<file path="src/rtl/sd_dat_rx_if.sv">
// Avalon-MM slave bus bundle for the SD data receiver.
// The CPU side drives the master modport; the receiver uses the slave modport.
interface sd_dat_rx_if;
    logic [1:0]  address;
    logic        chipselect;
    logic        read;
    logic        write_n;
    logic [31:0] writedata;
    logic [31:0] readdata;

    modport master (output address, chipselect, read, write_n, writedata, input readdata);
    modport slave  (input address, chipselect, read, write_n, writedata, output readdata);
endinterface

</file>
<file path="src/rtl/sd_dat_rx.sv">
// 4-bit SD read-block receiver: start-bit detect, nibble-to-word packing, word FIFO and Avalon-MM registers.
// Define SD_DAT_RX_CRC_CHECK_EN to build the four per-line CRC16 checkers; otherwise only the end bit is checked.
module sd_dat_rx #(
    parameter int BLOCK_BYTES = 512,
    parameter int FIFO_DEPTH  = 8,
    parameter int TMO_W       = 16
) (
    input  logic       clk,
    input  logic       reset_n,
    sd_dat_rx_if.slave bus,
    input  logic       sd_sample,
    input  logic [3:0] sd_dat_in,
    output logic       irq
);
    localparam int NIBBLES = BLOCK_BYTES * 2;
    localparam int NW      = $clog2(NIBBLES);
    localparam int BW      = $clog2(BLOCK_BYTES + 1);
    localparam int AW      = $clog2(FIFO_DEPTH);
    localparam logic [NW-1:0] NIB_LAST  = NW'(NIBBLES - 1);
    localparam logic [AW:0]   FIFO_FULL = (AW + 1)'(FIFO_DEPTH);

    typedef enum logic [2:0] {S_IDLE, S_WAIT_START, S_DATA, S_CRC, S_END} state_t;
    state_t r_state, w_stateNext;

    logic [NW-1:0]    r_nibCnt;
    logic [3:0]       r_crcCnt;
    logic [TMO_W-1:0] r_tmoCnt, r_tmoReg, w_tmoNext;
    logic [BW-1:0]    r_byteCnt;
    logic [3:0]       r_hiNib;
    logic [31:0]      r_word, r_readdata, w_pushWord, w_rdMux;
    logic             r_done, r_crcErr, r_tmoFlag, r_overrun, r_irqEn, r_irq;
    logic [31:0]      r_mem [FIFO_DEPTH];
    logic [AW-1:0]    r_wrPtr, r_rdPtr;
    logic [AW:0]      r_count;

    logic w_ctrlWr, w_tmoWr, w_abort, w_start, w_flush, w_pop, w_full, w_smp;
    logic w_push, w_doPush, w_setTmo, w_setDone, w_endBad, w_crcBad;
    logic w_doneNext, w_irqEnNext, w_unusedBits;
    logic [7:0] w_byte;

    assign w_ctrlWr    = bus.chipselect & ~bus.write_n & (bus.address == 2'd0);
    assign w_tmoWr     = bus.chipselect & ~bus.write_n & (bus.address == 2'd2);
    assign w_abort     = w_ctrlWr & bus.writedata[1];
    assign w_start     = w_ctrlWr & bus.writedata[0] & ~bus.writedata[1] & (r_state == S_IDLE);
    assign w_flush     = w_abort | w_start;
    assign w_pop       = bus.chipselect & bus.read & (bus.address == 2'd1) & (r_count != '0);
    assign w_full      = (r_count == FIFO_FULL);
    assign w_doPush    = w_push & ~w_full;
    assign w_smp       = sd_sample & ~w_abort;
    assign w_byte      = {r_hiNib, sd_dat_in};
    assign w_pushWord  = {w_byte, r_word[31:8]};
    assign w_tmoNext   = r_tmoCnt + TMO_W'(1);
    assign w_doneNext  = w_start ? 1'b0 : (w_setDone | r_done);
    assign w_irqEnNext = w_ctrlWr ? bus.writedata[2] : r_irqEn;
    assign w_unusedBits = ^bus.writedata[31:TMO_W];
    assign bus.readdata = r_readdata;
    assign irq          = r_irq;

    always_ff @(posedge clk or negedge reset_n) begin
        if (!reset_n) r_state <= S_IDLE;
        else          r_state <= w_stateNext;
    end

    // Abort overrides everything; otherwise the FSM only advances on SD clock strobes.
    always_comb begin
        w_stateNext = r_state;
        w_push      = 1'b0;
        w_setTmo    = 1'b0;
        w_setDone   = 1'b0;
        w_endBad    = 1'b0;
        if (w_abort) begin
            w_stateNext = S_IDLE;
        end else if (w_start) begin
            w_stateNext = S_WAIT_START;
        end else if (sd_sample) begin
            case (r_state)
                S_WAIT_START: begin
                    if (sd_dat_in == 4'h0) begin
                        w_stateNext = S_DATA;
                    end else if ((r_tmoReg != '0) && (w_tmoNext == r_tmoReg)) begin
                        w_setTmo    = 1'b1;
                        w_setDone   = 1'b1;
                        w_stateNext = S_IDLE;
                    end
                end
                S_DATA: begin
                    w_push = r_nibCnt[0] & (r_nibCnt[2:1] == 2'd3);
                    if (r_nibCnt == NIB_LAST) w_stateNext = S_CRC;
                end
                S_CRC: begin
                    if (r_crcCnt == 4'd15) w_stateNext = S_END;
                end
                S_END: begin
                    w_setDone   = 1'b1;
                    w_endBad    = (sd_dat_in != 4'hF) | w_crcBad;
                    w_stateNext = S_IDLE;
                end
                default: ;
            endcase
        end
    end

    always_comb begin
        w_rdMux = '0;
        case (bus.address)
            2'd0: w_rdMux = {26'b0, r_irqEn, r_overrun, r_tmoFlag, r_crcErr, r_done, (r_state != S_IDLE)};
            2'd1: w_rdMux = (r_count != '0) ? r_mem[r_rdPtr] : 32'h0;
            2'd2: w_rdMux = 32'(r_tmoReg);
            2'd3: w_rdMux = 32'(r_byteCnt);
            default: ;
        endcase
    end

    always_ff @(posedge clk) begin
        if (w_doPush) r_mem[r_wrPtr] <= w_pushWord;
    end

    always_ff @(posedge clk or negedge reset_n) begin
        if (!reset_n) begin
            r_nibCnt   <= '0;
            r_crcCnt   <= '0;
            r_tmoCnt   <= '0;
            r_tmoReg   <= '0;
            r_byteCnt  <= '0;
            r_hiNib    <= '0;
            r_word     <= '0;
            r_readdata <= '0;
            r_done     <= 1'b0;
            r_crcErr   <= 1'b0;
            r_tmoFlag  <= 1'b0;
            r_overrun  <= 1'b0;
            r_irqEn    <= 1'b0;
            r_irq      <= 1'b0;
            r_wrPtr    <= '0;
            r_rdPtr    <= '0;
            r_count    <= '0;
        end else begin
            r_readdata <= w_rdMux;
            r_done     <= w_doneNext;
            r_irqEn    <= w_irqEnNext;
            r_irq      <= w_doneNext & w_irqEnNext;
            if (w_tmoWr)             r_tmoReg  <= bus.writedata[TMO_W-1:0];
            if (w_setTmo)            r_tmoFlag <= 1'b1;
            if (w_endBad)            r_crcErr  <= 1'b1;
            if (w_push && w_full)    r_overrun <= 1'b1;
            if (w_start) begin
                r_crcErr  <= 1'b0;
                r_tmoFlag <= 1'b0;
                r_overrun <= 1'b0;
                r_byteCnt <= '0;
                r_tmoCnt  <= '0;
            end
            if (w_smp) begin
                case (r_state)
                    S_WAIT_START: begin
                        if (sd_dat_in == 4'h0) begin
                            r_nibCnt <= '0;
                            r_crcCnt <= '0;
                        end else begin
                            r_tmoCnt <= w_tmoNext;
                        end
                    end
                    S_DATA: begin
                        r_nibCnt <= r_nibCnt + NW'(1);
                        if (!r_nibCnt[0]) begin
                            r_hiNib <= sd_dat_in;
                        end else begin
                            r_word    <= w_pushWord;
                            r_byteCnt <= r_byteCnt + BW'(1);
                        end
                    end
                    S_CRC:   r_crcCnt <= r_crcCnt + 4'd1;
                    default: ;
                endcase
            end
            // A full FIFO drops the new word, so the count only moves on an accepted push.
            if (w_flush) begin
                r_wrPtr <= '0;
                r_rdPtr <= '0;
                r_count <= '0;
            end else begin
                if (w_doPush) r_wrPtr <= r_wrPtr + AW'(1);
                if (w_pop)    r_rdPtr <= r_rdPtr + AW'(1);
                case ({w_doPush, w_pop})
                    2'b10:   r_count <= r_count + (AW + 1)'(1);
                    2'b01:   r_count <= r_count - (AW + 1)'(1);
                    default: ;
                endcase
            end
        end
    end

`ifdef SD_DAT_RX_CRC_CHECK_EN
    logic [15:0] r_crc [4];
    logic        r_crcBad;

    // Each line runs its own CRC16 over data bits; the received CRC is then compared MSB first.
    always_ff @(posedge clk or negedge reset_n) begin
        if (!reset_n) begin
            for (int i = 0; i < 4; i++) r_crc[i] <= '0;
            r_crcBad <= 1'b0;
        end else if (w_smp) begin
            case (r_state)
                S_WAIT_START: begin
                    if (sd_dat_in == 4'h0) begin
                        for (int i = 0; i < 4; i++) r_crc[i] <= '0;
                        r_crcBad <= 1'b0;
                    end
                end
                S_DATA: begin
                    for (int i = 0; i < 4; i++)
                        r_crc[i] <= {r_crc[i][14:0], 1'b0} ^ ((r_crc[i][15] ^ sd_dat_in[i]) ? 16'h1021 : 16'h0000);
                end
                S_CRC: begin
                    for (int i = 0; i < 4; i++) begin
                        if (sd_dat_in[i] != r_crc[i][15]) r_crcBad <= 1'b1;
                        r_crc[i] <= {r_crc[i][14:0], 1'b0};
                    end
                end
                default: ;
            endcase
        end
    end

    assign w_crcBad = r_crcBad;
`else
    assign w_crcBad = 1'b0;
`endif
endmodule

</file>
<file path="src/flat_wrapper.sv">
// flat-port wrapper written by rule: the top's interface ports become plain ports
module sd_dat_rx_flat 
#(
    parameter int BLOCK_BYTES = 512,
    parameter int FIFO_DEPTH  = 8,
    parameter int TMO_W       = 16
)
  (clk, reset_n, sd_sample, sd_dat_in, irq, bus_address, bus_chipselect, bus_read, bus_write_n, bus_writedata, bus_readdata);
  sd_dat_rx_if bus_i ();
  input  logic clk;
  input  logic reset_n;
  input  logic sd_sample;
  input  logic [3:0] sd_dat_in;
  output logic irq;
  input wire logic [$bits(bus_i.address)-1:0] bus_address;
  input wire logic [$bits(bus_i.chipselect)-1:0] bus_chipselect;
  input wire logic [$bits(bus_i.read)-1:0] bus_read;
  input wire logic [$bits(bus_i.write_n)-1:0] bus_write_n;
  input wire logic [$bits(bus_i.writedata)-1:0] bus_writedata;
  output wire logic [$bits(bus_i.readdata)-1:0] bus_readdata;
  assign bus_i.address = bus_address;
  assign bus_i.chipselect = bus_chipselect;
  assign bus_i.read = bus_read;
  assign bus_i.write_n = bus_write_n;
  assign bus_i.writedata = bus_writedata;
  assign bus_readdata = bus_i.readdata;
  sd_dat_rx #(.BLOCK_BYTES(BLOCK_BYTES), .FIFO_DEPTH(FIFO_DEPTH), .TMO_W(TMO_W)) u_core (.clk(clk), .reset_n(reset_n), .bus(bus_i), .sd_sample(sd_sample), .sd_dat_in(sd_dat_in), .irq(irq));
endmodule
</file>
<file path="config.mk">
export PLATFORM = sky130hd
export DESIGN_NAME = sd_dat_rx_flat
export DESIGN_NICKNAME = d
export VERILOG_FILES = /design/src/rtl/sd_dat_rx_if.sv /design/src/rtl/sd_dat_rx.sv /design/src/flat_wrapper.sv
export SDC_FILE = /design/constraint.sdc
export NUM_CORES = 1
export LEC_CHECK = 0
export ABC_AREA = 1
export ABC_CLOCK_PERIOD_IN_PS = 5940
export CORE_ASPECT_RATIO = 1.1
export CORE_MARGIN = 1
export CORE_UTILIZATION = 65
export DETAILED_ROUTE_END_ITERATION = 8
export PLACE_DENSITY = 0.85
export SLEW_MARGIN = 10
export SYNTH_ARGS = -nofsm -noshare
export SYNTH_HDL_FRONTEND = slang
export SYNTH_SLANG_ARGS = --single-unit
</file>
<file path="constraint.sdc">
create_clock -name clk -period 5.94 [get_ports clk]
set_input_delay 1.485 -clock clk [delete_from_list [all_inputs] [get_ports clk]]
set_output_delay 1.485 -clock clk [all_outputs]
set_load 0.01 [all_outputs]
</file>
==> reports/results.tsv, run 1 <==
stage	metric	value	unit
status	run status	finished, violations left	
status	failing checks	DRC	
sta	Worst Hold Slack	0.481	ns
setup_path	slowest stage cell on the critical path	inv_1	
sta	RSZ-0062 raised after global routing	no	
grt	grt total ovfl	0	
setup_path	CP required	6.39	ns
pwr	Clock Power Share	0.324	
pwr	Pint	5130	µW
cts	worst skew pair latency	0.54	ns
setup_path	CP Capture Type	flip-flop	
logic_synthesis	Syn Std Cell Area	16100	µm²
placed_design	post-DP HPWL	22300	µm
placed_design	IO Port Bufs	60	
finish	n_diodes	0	
cts	hold buffers post-CTS	0	
logic_synthesis	#FFs+latches synth	391	
routing	DR vias/cell	6.33	
cts	Post-CTS Resized	0	
logic_synthesis	Primary FF master, synth	edfxtp_1	
cts	setup bufs post-CTS	0	
cts	Root Buffer	clkbuf_16	
pwr	Reg power frac	0.501	
sta	Slew Limit Fails	0	
run	total of max-cap violations	0	
die	I/O pins	77	
grt	first-pass GRT wire length	62000	µm
pwr	maximum VDD drop	277	µV
sta	Setup TNS	0	ns
setup_path	crit-path max cell delay	0.91	ns
die	width of the die	152	µm
finish	share of cells above drive strength 1	0.0811	
logic_synthesis	register area share after synthesis	0.686	
routing	TritonRoute pass-1 iters	7	
cts	CTS clock-pin slew for the worst setup and hold paths	0.06	ns
placed_design	gpl congestion	0.921	
setup_path	Register-to-Register Setup Slack	3.08	ns
pwr	Lkg Pwr	0.00722	µW
setup_path	Worst Path Arrival	4.40	ns
cts	Max H-tree Level	2	
sta	crit path time final	3.95	ns
finish	commonest non-fill, non-tap cell in the layout	edfxtp_1	
die	core outline area	24400	µm²
finish	fin nets	1565	
grt	initial antenna violation count	0	
setup_path	maximum fanout along the worst path	24	
routing	via count	11700	
cts	Max Root-Sink Buffers	3	
pwr	P_sw	2220	µW
routing	Residual DRC	2	
sta	Final Cycle Share	0.666	
finish	most frequent cells in the layout	edfxtp_1, nor2_1, nand2_1	
sta	final setup fails	0	
sta	Hold Vio Cnt, Final	0	
pwr	PD cells	401	nW/µm²
min_path	Hold Crit Class	flip-flop to flip-flop	
routing	wire per inst	21.1	µm
grt	vias in the first global route	11900	
sta	Clock Skew	0.0150	ns
cts	TritonCTS clock tree	built	
sta	fmax	253	MHz
pwr	Sw Share	0.302	
routing	drt total wl	39100	µm
die	initial core utilization	0.661	
logic_synthesis	Synth Instances	1451	
sta	Slew @ Worst Pin	1.19	ns
die	site row count	60	
grt	largest net degree at the start of global routing	110	
logic_synthesis	Synth area leader	edfxtp_1	
setup_path	CP Launch Type	primary input	
logic_synthesis	Mapped Avg Cell Area	11.1	µm²
finish	Synth-to-Final Area Change	13.5	%
setup_path	critical path type	primary input to flip-flop	
setup_path	crit-path leading delay family	buffers and inverters	
sta	headroom to the max-slew limit	0.205	
logic_synthesis	synthesized net count	1505	
logic_synthesis	Post-synth ARST share	0.345	
logic_synthesis	number of synthesized flops with an enable pin	256	
die	die area	25500	µm²
cts	Num Clock Sinks	391	
logic_synthesis	Synth cell types	47	
logic_synthesis	Syn. warnings	0	
die	DIE HEIGHT	167	µm
routing	DRT antenna net count	0	
logic_synthesis	Yosys top cell area share	0.477	
setup_path	CP Buf/Inv Count	3	
grt	overall routing resource usage	0.317	
routing	initial DRC count	1385	
pwr	Gate power share	0.176	
setup_path	crit path cell chain	clkdlybuf4s50_1, inv_2, nand2_1, nor3_2, nand2_2, nand2_2, nor2_1, nand2_1, inv_1, a21oi_1, nor3_1	
logic_synthesis	largest cells by area after synthesis	edfxtp_1, dfrtp_1, o21ai_0	
cts	CTS buffer count	38	
## state kept, by name (all words and copies together) (netlist names)
register / cells
u_core.r_hiNib: 4
u_core.r_mem: 256
u_core.r_byteCnt: 10
u_core.r_word: 24
u_core.r_rdPtr: 3
u_core.r_state: 3
u_core.irq: 1
u_core.r_tmoFlag: 1
u_core.r_done: 1
u_core.r_wrPtr: 3
u_core.r_overrun: 1
u_core.r_nibCnt: 10
u_core.r_count: 4
u_core.r_tmoCnt: 16
u_core.r_crcErr: 1
u_core.r_irqEn: 1
u_core.bus.readdata: 32
u_core.r_crcCnt: 4
u_core.r_tmoReg: 16
## stage by stage
stage               power (µW)  setup slack, ns  cells   util  cell area (µm²)
CTS                       7340             1.99   1851  0.751            18300
global route              7660             1.73   1851  0.751            18300
finish                    7350             1.99   1851  0.751            18300
floorplan                 4450            0.823   1451      -            16100
global placement          4860             1.59   1781  0.700            17100
detailed placement        4970             1.45   1781  0.700            17100
## logic make-up (layout without fill, tap and decap cells)
logic type / after synthesis / after routing / synth area share
AO/OA/AOI/OAI: 326 / 326 / 0.115
buffers and inverters: 157 / 247 / 0.0382
adder cells (fa/ha/maj): 10 / 10 / 0.00822
flip-flops: 391 / 391 / 0.686
multiplexers: 1 / 1 / 0.000621
AND/OR/NAND/NOR: 559 / 559 / 0.148
XOR/XNOR: 7 / 7 / 0.00380
## power by group through the flow
stage	Combinational, µW	Sequential [µW]	Clock, µW
floorplan	852	3600	0
CTS	1280	3670	2390
global route	1440	3720	2500
detailed placement	1260	3720	0
global placement	1180	3680	0
finish	1290	3680	2380
## worst reg2reg max path, delay by kind of cell (launching register included)
kind	cells	cell delay [ns]
XOR/XNOR	1	0.16
flip-flops	1	0.43
adder cells (fa/ha/maj)	2	0.55
AND/OR/NAND/NOR	6	0.70
buffers and inverters	3	0.66
AO/OA/AOI/OAI	2	0.22
## final timing paths
| path | endpoint | from | cells after the start |
|---|---|---|---|
| worst max-delay path | u_core.r_byteCnt[5]$_DFF_PN0_ | bus_address[0] | 11 |
| worst min register to register | u_core.r_byteCnt[8]$_DFF_PN0_ | u_core.r_byteCnt[8]$_DFF_PN0_ | 1 |
| worst min-delay path | u_core.r_byteCnt[8]$_DFF_PN0_ | u_core.r_byteCnt[8]$_DFF_PN0_ | 1 |
| min in group asynchronous | u_core.bus.readdata[20]$_DFF_PN0_ | reset_n | 1 |
| max in group asynchronous | u_core.r_byteCnt[3]$_DFF_PN0_ | reset_n | 2 |
| worst max register to register | u_core.r_count[3]$_DFFE_PN0P_ | u_core.r_count[0]$_DFFE_PN0P_ | 14 |
## synth_stat cells (3+ instances only)
library cell  instances
nand2_1             203
buf_4                 3
a21oi_1              41
inv_2                 5
dfrtp_1             135
nor2_2                4
edfxtp_1            256
o22ai_1              32
nor3_1               17
nor2_4                7
o221ai_1             29
nand4_1              16
a31oi_1              17
nand3_1              63
nand2_2               8
xor2_1                6
nor2_1              227
o2111ai_1             4
o21ai_0             186
buf_2                 6
ha_1                  9
buf_1                 3
o211ai_1              7
clkbuf_1             49
inv_1                89
## cell type report
type                       instances  area [µm²]
multi-input combinational        903        4490
fill                            1461        6080
inverter                          95         358
timing repair buffer              82         767
clock buffer                      54        1090
clock inverter                    16         149
sequential                       391       11100
tap                              310         388
## per-layer routing
layer	vias up	GRT usage	part of all wire
li1	5250	-	-
met1	5696	0.393	0.37
met2	645	0.540	0.51
met3	119	0.0536	0.081
met4	0	0.171	0.040
met5	-	0.00381	0
(Power assumes the default switching activity.)
==> inputs of run 2 (changes only) <==
--- a/config.mk
+++ b/config.mk
@@ -6,12 +6,12 @@
 export NUM_CORES = 1
 export LEC_CHECK = 0
 export ABC_AREA = 1
-export ABC_CLOCK_PERIOD_IN_PS = 5940
+export ABC_CLOCK_PERIOD_IN_PS = 3500
 export CORE_ASPECT_RATIO = 1.1
 export CORE_MARGIN = 1
-export CORE_UTILIZATION = 65
+export CORE_UTILIZATION = 54
 export DETAILED_ROUTE_END_ITERATION = 8
-export PLACE_DENSITY = 0.85
+export PLACE_DENSITY = 0.75
 export SLEW_MARGIN = 10
 export SYNTH_ARGS = -nofsm -noshare
 export SYNTH_HDL_FRONTEND = slang
==> constraint.sdc (replaced) <==
create_clock -name clk -period 3.5 [get_ports clk]
set_input_delay 0.875 -clock clk [delete_from_list [all_inputs] [get_ports clk]]
set_output_delay 0.875 -clock clk [all_outputs]
set_load 0.01 [all_outputs]
==> reports/results.tsv, run 2 (synthesized netlist as in run 1, its figures left out) <==
stage	metric	value	unit
grt	vias in the first global route	11100	
routing	DRT antenna net count	0	
sta	Slew Limit Fails	0	
setup_path	FF-to-FF path depth	11	
sta	final worst slack	0.630	ns
finish	commonest non-fill, non-tap cell in the layout	edfxtp_1	
finish	share of cells above drive strength 1	0.0934	
sta	Slew @ Worst Pin	0.830	ns
grt	largest net degree at the start of global routing	83	
pwr	Reg power frac	0.493	
routing	Residual DRC	0	
setup_path	critical path type	primary input to flip-flop	
die	die area	30600	µm²
sta	crit path time final	2.87	ns
placed_design	post-DP HPWL	22100	µm
finish	Final Non-Filler Cells	1938	
cts	TritonCTS clock tree	built	
cts	Post-CTS Resized	0	
placed_design	DP Cell Count	1864	
pwr	Pint	8840	µW
die	DIE HEIGHT	183	µm
setup_path	crit path cell chain	clkdlybuf4s50_1, inv_2, nand2_1, nor3_2, nand2_2, nand2_2, nor4_2, nand2_1, ha_1, ha_1, a21oi_1, nor2_1, nor2_1, xor2_1, a21oi_1	
die	I/O pins	77	
pwr	Sw Share	0.300	
finish	most frequent cells in the layout	edfxtp_1, nor2_1, nand2_1	
sta	RSZ-0062 raised after global routing	no	
pwr	Clock Power Share	0.334	
cts	CTS clock-pin slew for the worst setup and hold paths	0.06	ns
die	site row count	66	
finish	max reg flops	256	
setup_path	Worst Path Arrival	3.30	ns
sta	final setup fails	0	
pwr	P_sw	3780	µW
sta	headroom to the max-slew limit	0.446	
cts	Num Clock Sinks	391	
setup_path	maximum fanout along the worst path	6	
finish	fin nets	1586	
sta	Worst Hold Slack	0.311	ns
placed_design	post-place setup slack	0.0803	ns
setup_path	CP Buf/Inv Count	2	
finish	post-route core utilization	0.637	
grt	overall routing resource usage	0.244	
sta	fmax	348	MHz
routing	TritonRoute pass-1 iters	6	
die	core outline area	29500	µm²
placed_design	gpl congestion	0.887	
min_path	Hold Crit Class	primary input to async pin	
finish	largest reg by FF count	u_core.r_mem	
placed_design	IO Port Bufs	60	
finish	Synth-to-Final Area Change	16.4	%
cts	worst skew pair latency	0.55	ns
sta	Hold Vio Cnt, Final	0	
die	width of the die	167	µm
grt	grt total ovfl	0	
setup_path	slowest stage cell on the critical path	clkdlybuf4s50_1	
pwr	Gate power share	0.173	
cts	hold buffers post-CTS	0	
pwr	Lkg Pwr	0.00739	µW
status	run status	complete, no violations	
routing	drt total wl	36300	µm
cts	setup bufs post-CTS	0	
routing	via count	11200	
cts	CTS buffer count	40	
sta	Final Cycle Share	0.820	
run	total of max-cap violations	0	
setup_path	CP Launch Type	primary input	
setup_path	CP required	3.93	ns
finish	FILL cells	2136	
routing	initial DRC count	1075	
routing	DR vias/cell	5.77	
setup_path	cell depth of the worst setup path	15	
die	initial core utilization	0.547	
pwr	PD cells	672	nW/µm²
cts	Root Buffer	clkbuf_16	
routing	wire per inst	18.7	µm
setup_path	CP Capture Type	flip-flop	
sta	Clock Skew	0.0232	ns
finish	n_diodes	0	
pwr	maximum VDD drop	443	µV
setup_path	crit-path max cell delay	0.53	ns
cts	Max H-tree Level	2	
grt	initial antenna violation count	0	
grt	first-pass GRT wire length	58100	µm
setup_path	crit-path leading delay family	simple AND/OR/NAND/NOR gates	
cts	Max Root-Sink Buffers	3	
[run 2: cell count changes in the layout (fill, tap and decap cells not counted), moves of 5 or more]
cell and change:
buf_12 +10, clkbuf_8 -5, clkbuf_1 -5, buf_4 +9, clkinv_1 +7
[run 2: power by group through the flow]
stage,Combinational [µW],Clock [µW],Sequential (µW)
2_1_floorplan,1450,0,6120
3_3_place_gp,2070,0,6270
3_5_place_dp,2160,0,6290
4_1_cts,2180,4270,6210
5_1_grt,2450,4450,6300
6_report,2180,4210,6230
[run 2: cell type report]
class                           instances  area, µm²  area share
Sequential cell                       391      11100       0.590
Multi-Input combinational cell        903       4520       0.241
Tap cell                              374        468      0.0249
Clock buffer                           45       1030      0.0549
Clock inverter                         29        295      0.0157
Inverter                               95        358      0.0191
Timing Repair Buffer                  101       1030      0.0551
[run 2: layer usage]
metal / GRT usage / vias up / share of wire / routed length (µm)
li1: - / 5276 / - / -
met1: 0.320 / 5471 / 0.42 / 15100
met2: 0.409 / 357 / 0.50 / 18100
met3: 0.0339 / 80 / 0.056 / 2030
met4: 0.107 / 0 / 0.030 / 1090
met5: 0 / - / 0 / 0
[run 2: final timing paths]
path,from,slack (ns),to
worst max-delay path,bus_address[0],0.63,u_core.r_count[3]$_DFFE_PN0P_
worst min-delay path,reset_n,0.31,u_core.r_tmoReg[7]$_DFFE_PN0P_
worst max register to register,u_core.r_state[2]$_DFFE_PN0P_,1.00,u_core.r_count[3]$_DFFE_PN0P_
worst min register to register,u_core.r_byteCnt[8]$_DFF_PN0_,0.47,u_core.r_byteCnt[8]$_DFF_PN0_
max in group asynchronous,reset_n,2.41,u_core.bus.readdata[11]$_DFF_PN0_
min in group clk,u_core.r_byteCnt[8]$_DFF_PN0_,0.47,u_core.r_byteCnt[8]$_DFF_PN0_
[run 2: per-stage QoR]
stage	setup TNS, ns	power (µW)	area (µm²)
6_report	0	12600	18800
5_1_grt	0	13200	18800
4_1_cts	0	12700	18800
3_5_place_dp	0	8450	17400
3_3_place_gp	0	8340	17400
2_1_floorplan	-114.76	7570	16200
==> inputs of run 3 (changes only) <==
--- a/config.mk
+++ b/config.mk
@@ -6,12 +6,12 @@
 export NUM_CORES = 1
 export LEC_CHECK = 0
 export ABC_AREA = 1
-export ABC_CLOCK_PERIOD_IN_PS = 3500
+export ABC_CLOCK_PERIOD_IN_PS = 2670
 export CORE_ASPECT_RATIO = 1.1
 export CORE_MARGIN = 1
-export CORE_UTILIZATION = 54
+export CORE_UTILIZATION = 60
 export DETAILED_ROUTE_END_ITERATION = 8
-export PLACE_DENSITY = 0.75
+export PLACE_DENSITY = 0.79
 export SLEW_MARGIN = 10
 export SYNTH_ARGS = -nofsm -noshare
 export SYNTH_HDL_FRONTEND = slang
==> constraint.sdc (replaced) <==
create_clock -name clk -period 2.67 [get_ports clk]
set_input_delay 0.6675 -clock clk [delete_from_list [all_inputs] [get_ports clk]]
set_output_delay 0.6675 -clock clk [all_outputs]
set_load 0.01 [all_outputs]
==> reports/results.tsv, run 3 (synthesized netlist as in run 1, its figures left out) <==
stage	metric	value	unit
status	run status	complete, no violations	
setup_path	crit path cell chain	clkdlybuf4s50_1, buf_4, inv_12, nand2_4, nor3_4, nand2_2, nand2_4, nor4_4, nand2_2, buf_4, inv_1, nand2_2, nor3_4, buf_12	
cts	Max H-tree Level	2	
setup_path	Worst Path Arrival	2.73	ns
placed_design	DP Cell Count	1873	
sta	Slew Limit Fails	0	
setup_path	CP Capture Type	flip-flop	
die	die area	27500	µm²
cts	TritonCTS clock tree	built	
cts	Max Root-Sink Buffers	3	
routing	Residual DRC	0	
cts	setup bufs post-CTS	0	
grt	overall routing resource usage	0.301	
die	I/O pins	77	
grt	initial antenna violation count	0	
routing	wire per inst	20.6	µm
finish	multi-input logic area	4580	µm²
cts	worst skew pair latency	0.54	ns
sta	fmax	398	MHz
routing	DRT antenna net count	0	
grt	grt total ovfl	0	
setup_path	maximum fanout along the worst path	32	
min_path	Hold Crit Class	primary input to async pin	
setup_path	crit-path max cell delay	0.47	ns
placed_design	gpl congestion	0.886	
setup_path	slowest stage cell on the critical path	clkdlybuf4s50_1	
sta	Slew @ Worst Pin	0.568	ns
sta	Clock Skew	0.0207	ns
die	site row count	62	
setup_path	CP required	2.89	ns
cts	Post-CTS Resized	0	
die	initial core utilization	0.613	
pwr	Lkg Pwr	0.00755	µW
pwr	P_sw	5040	µW
pwr	Pint	11600	µW
sta	RSZ-0062 raised after global routing	no	
cts	Root Buffer	clkbuf_16	
routing	TritonRoute pass-1 iters	8	
grt	vias in the first global route	12000	
routing	DR vias/cell	6.11	
finish	FILL cells	1675	
finish	post-route core utilization	0.724	
sta	headroom to the max-slew limit	0.621	
finish	n_diodes	0	
die	DIE HEIGHT	174	µm
cts	hold buffers post-CTS	0	
cts	CTS clock-pin slew for the worst setup and hold paths	0.06	ns
grt	largest net degree at the start of global routing	132	
routing	initial DRC count	1310	
pwr	Gate power share	0.184	
pwr	maximum VDD drop	750	µV
sta	Hold Vio Cnt, Final	0	
pwr	PD cells	874	nW/µm²
setup_path	most used cell, CP	nand2_2	
run	total of max-cap violations	0	
die	width of the die	158	µm
routing	drt total wl	40000	µm
setup_path	critical path type	primary input to flip-flop	
sta	crit path time final	2.51	ns
finish	largest reg by FF count	u_core.r_mem	
grt	first-pass GRT wire length	62600	µm
finish	share of cells above drive strength 1	0.112	
finish	fin nets	1616	
pwr	Tot Pwr	16600	µW
finish	commonest non-fill, non-tap cell in the layout	edfxtp_1	
pwr	Reg power frac	0.493	
setup_path	CP Buf/Inv Count	6	
setup_path	CP Launch Type	primary input	
routing	via count	11900	
cts	Num Clock Sinks	391	
placed_design	IO Port Bufs	60	
placed_design	post-DP HPWL	23600	µm
pwr	Sw Share	0.303	
finish	Reg area	11100	µm²
finish	Synth-to-Final Area Change	18.1	%
finish	most frequent cells in the layout	edfxtp_1, nor2_1, nand2_1	
setup_path	crit-path leading delay family	buffers and inverters	
die	core outline area	26300	µm²
sta	Final Cycle Share	0.940	
finish	max reg flops	256	
cts	CTS buffer count	39	
pwr	Clock Power Share	0.323	
finish	Final Non-Filler Cells	1944	
sta	final setup fails	0	
==> run 3: cell type report <==
cell class              count  share of cell area
inverters                  95              0.0197
clock inverters            17             0.00920
repair buffers            132              0.0698
flip-flops and latches    391               0.581
well taps                 352              0.0231
clock buffers              54              0.0564
multi-input cells         903               0.241
==> run 3: power by group through the flow <==
stage          clock network, µW  registers (µW)  logic, µW
3_5_place_dp                   0            8280       2980
5_1_grt                     5660            8280       3400
2_1_floorplan                  0            8030       1920
4_1_cts                     5430            8170       3040
6_report                    5380            8200       3050
3_3_place_gp                   0            8240       2860
==> run 3: worst paths after layout <==
kind                                                from                           endpoint  slack (ns)  cells past startpoint
hold reg to reg            u_core.r_byteCnt[8]$_DFF_PN0_      u_core.r_byteCnt[8]$_DFF_PN0_        0.49                      1
max in group asynchronous                        reset_n  u_core.bus.readdata[18]$_DFF_PN0_        1.84                      2
hold / removal                                   reset_n      u_core.r_word[18]$_DFFE_PN0P_        0.08                      1
setup / recovery                          bus_address[0]      u_core.r_mem[5][14]$_DFFE_PP_        0.16                     14
setup reg to reg            u_core.r_tmoCnt[0]$_DFF_PN0_      u_core.r_state[0]$_DFFE_PN0P_        0.27                     15
min in group clk           u_core.r_byteCnt[8]$_DFF_PN0_      u_core.r_byteCnt[8]$_DFF_PN0_        0.49                      1
==> run 3: per-stage QoR <==
step                hold slack (ns)  setup slack [ns]  instance area [µm²]  setup TNS (ns)
detailed placement            0.472            -0.437                17800          -89.34
global route                  0.114            0.0320                19000               0
finish                       0.0825             0.159                19000               0
CTS                          0.0847            0.0993                19000               0
floorplan                     0.372            -0.121                16300          -11.97
global placement              0.454            -0.392                17800          -74.68
==> run 3: routing by layer <==
metal / global-route usage / vias to the layer above / share of wire
met4: 0.149 / 0 / 0.041
met2: 0.488 / 613 / 0.49
met5: 0 / - / 0
met1: 0.396 / 5781 / 0.39
met3: 0.0484 / 129 / 0.075
li1: - / 5347 / -
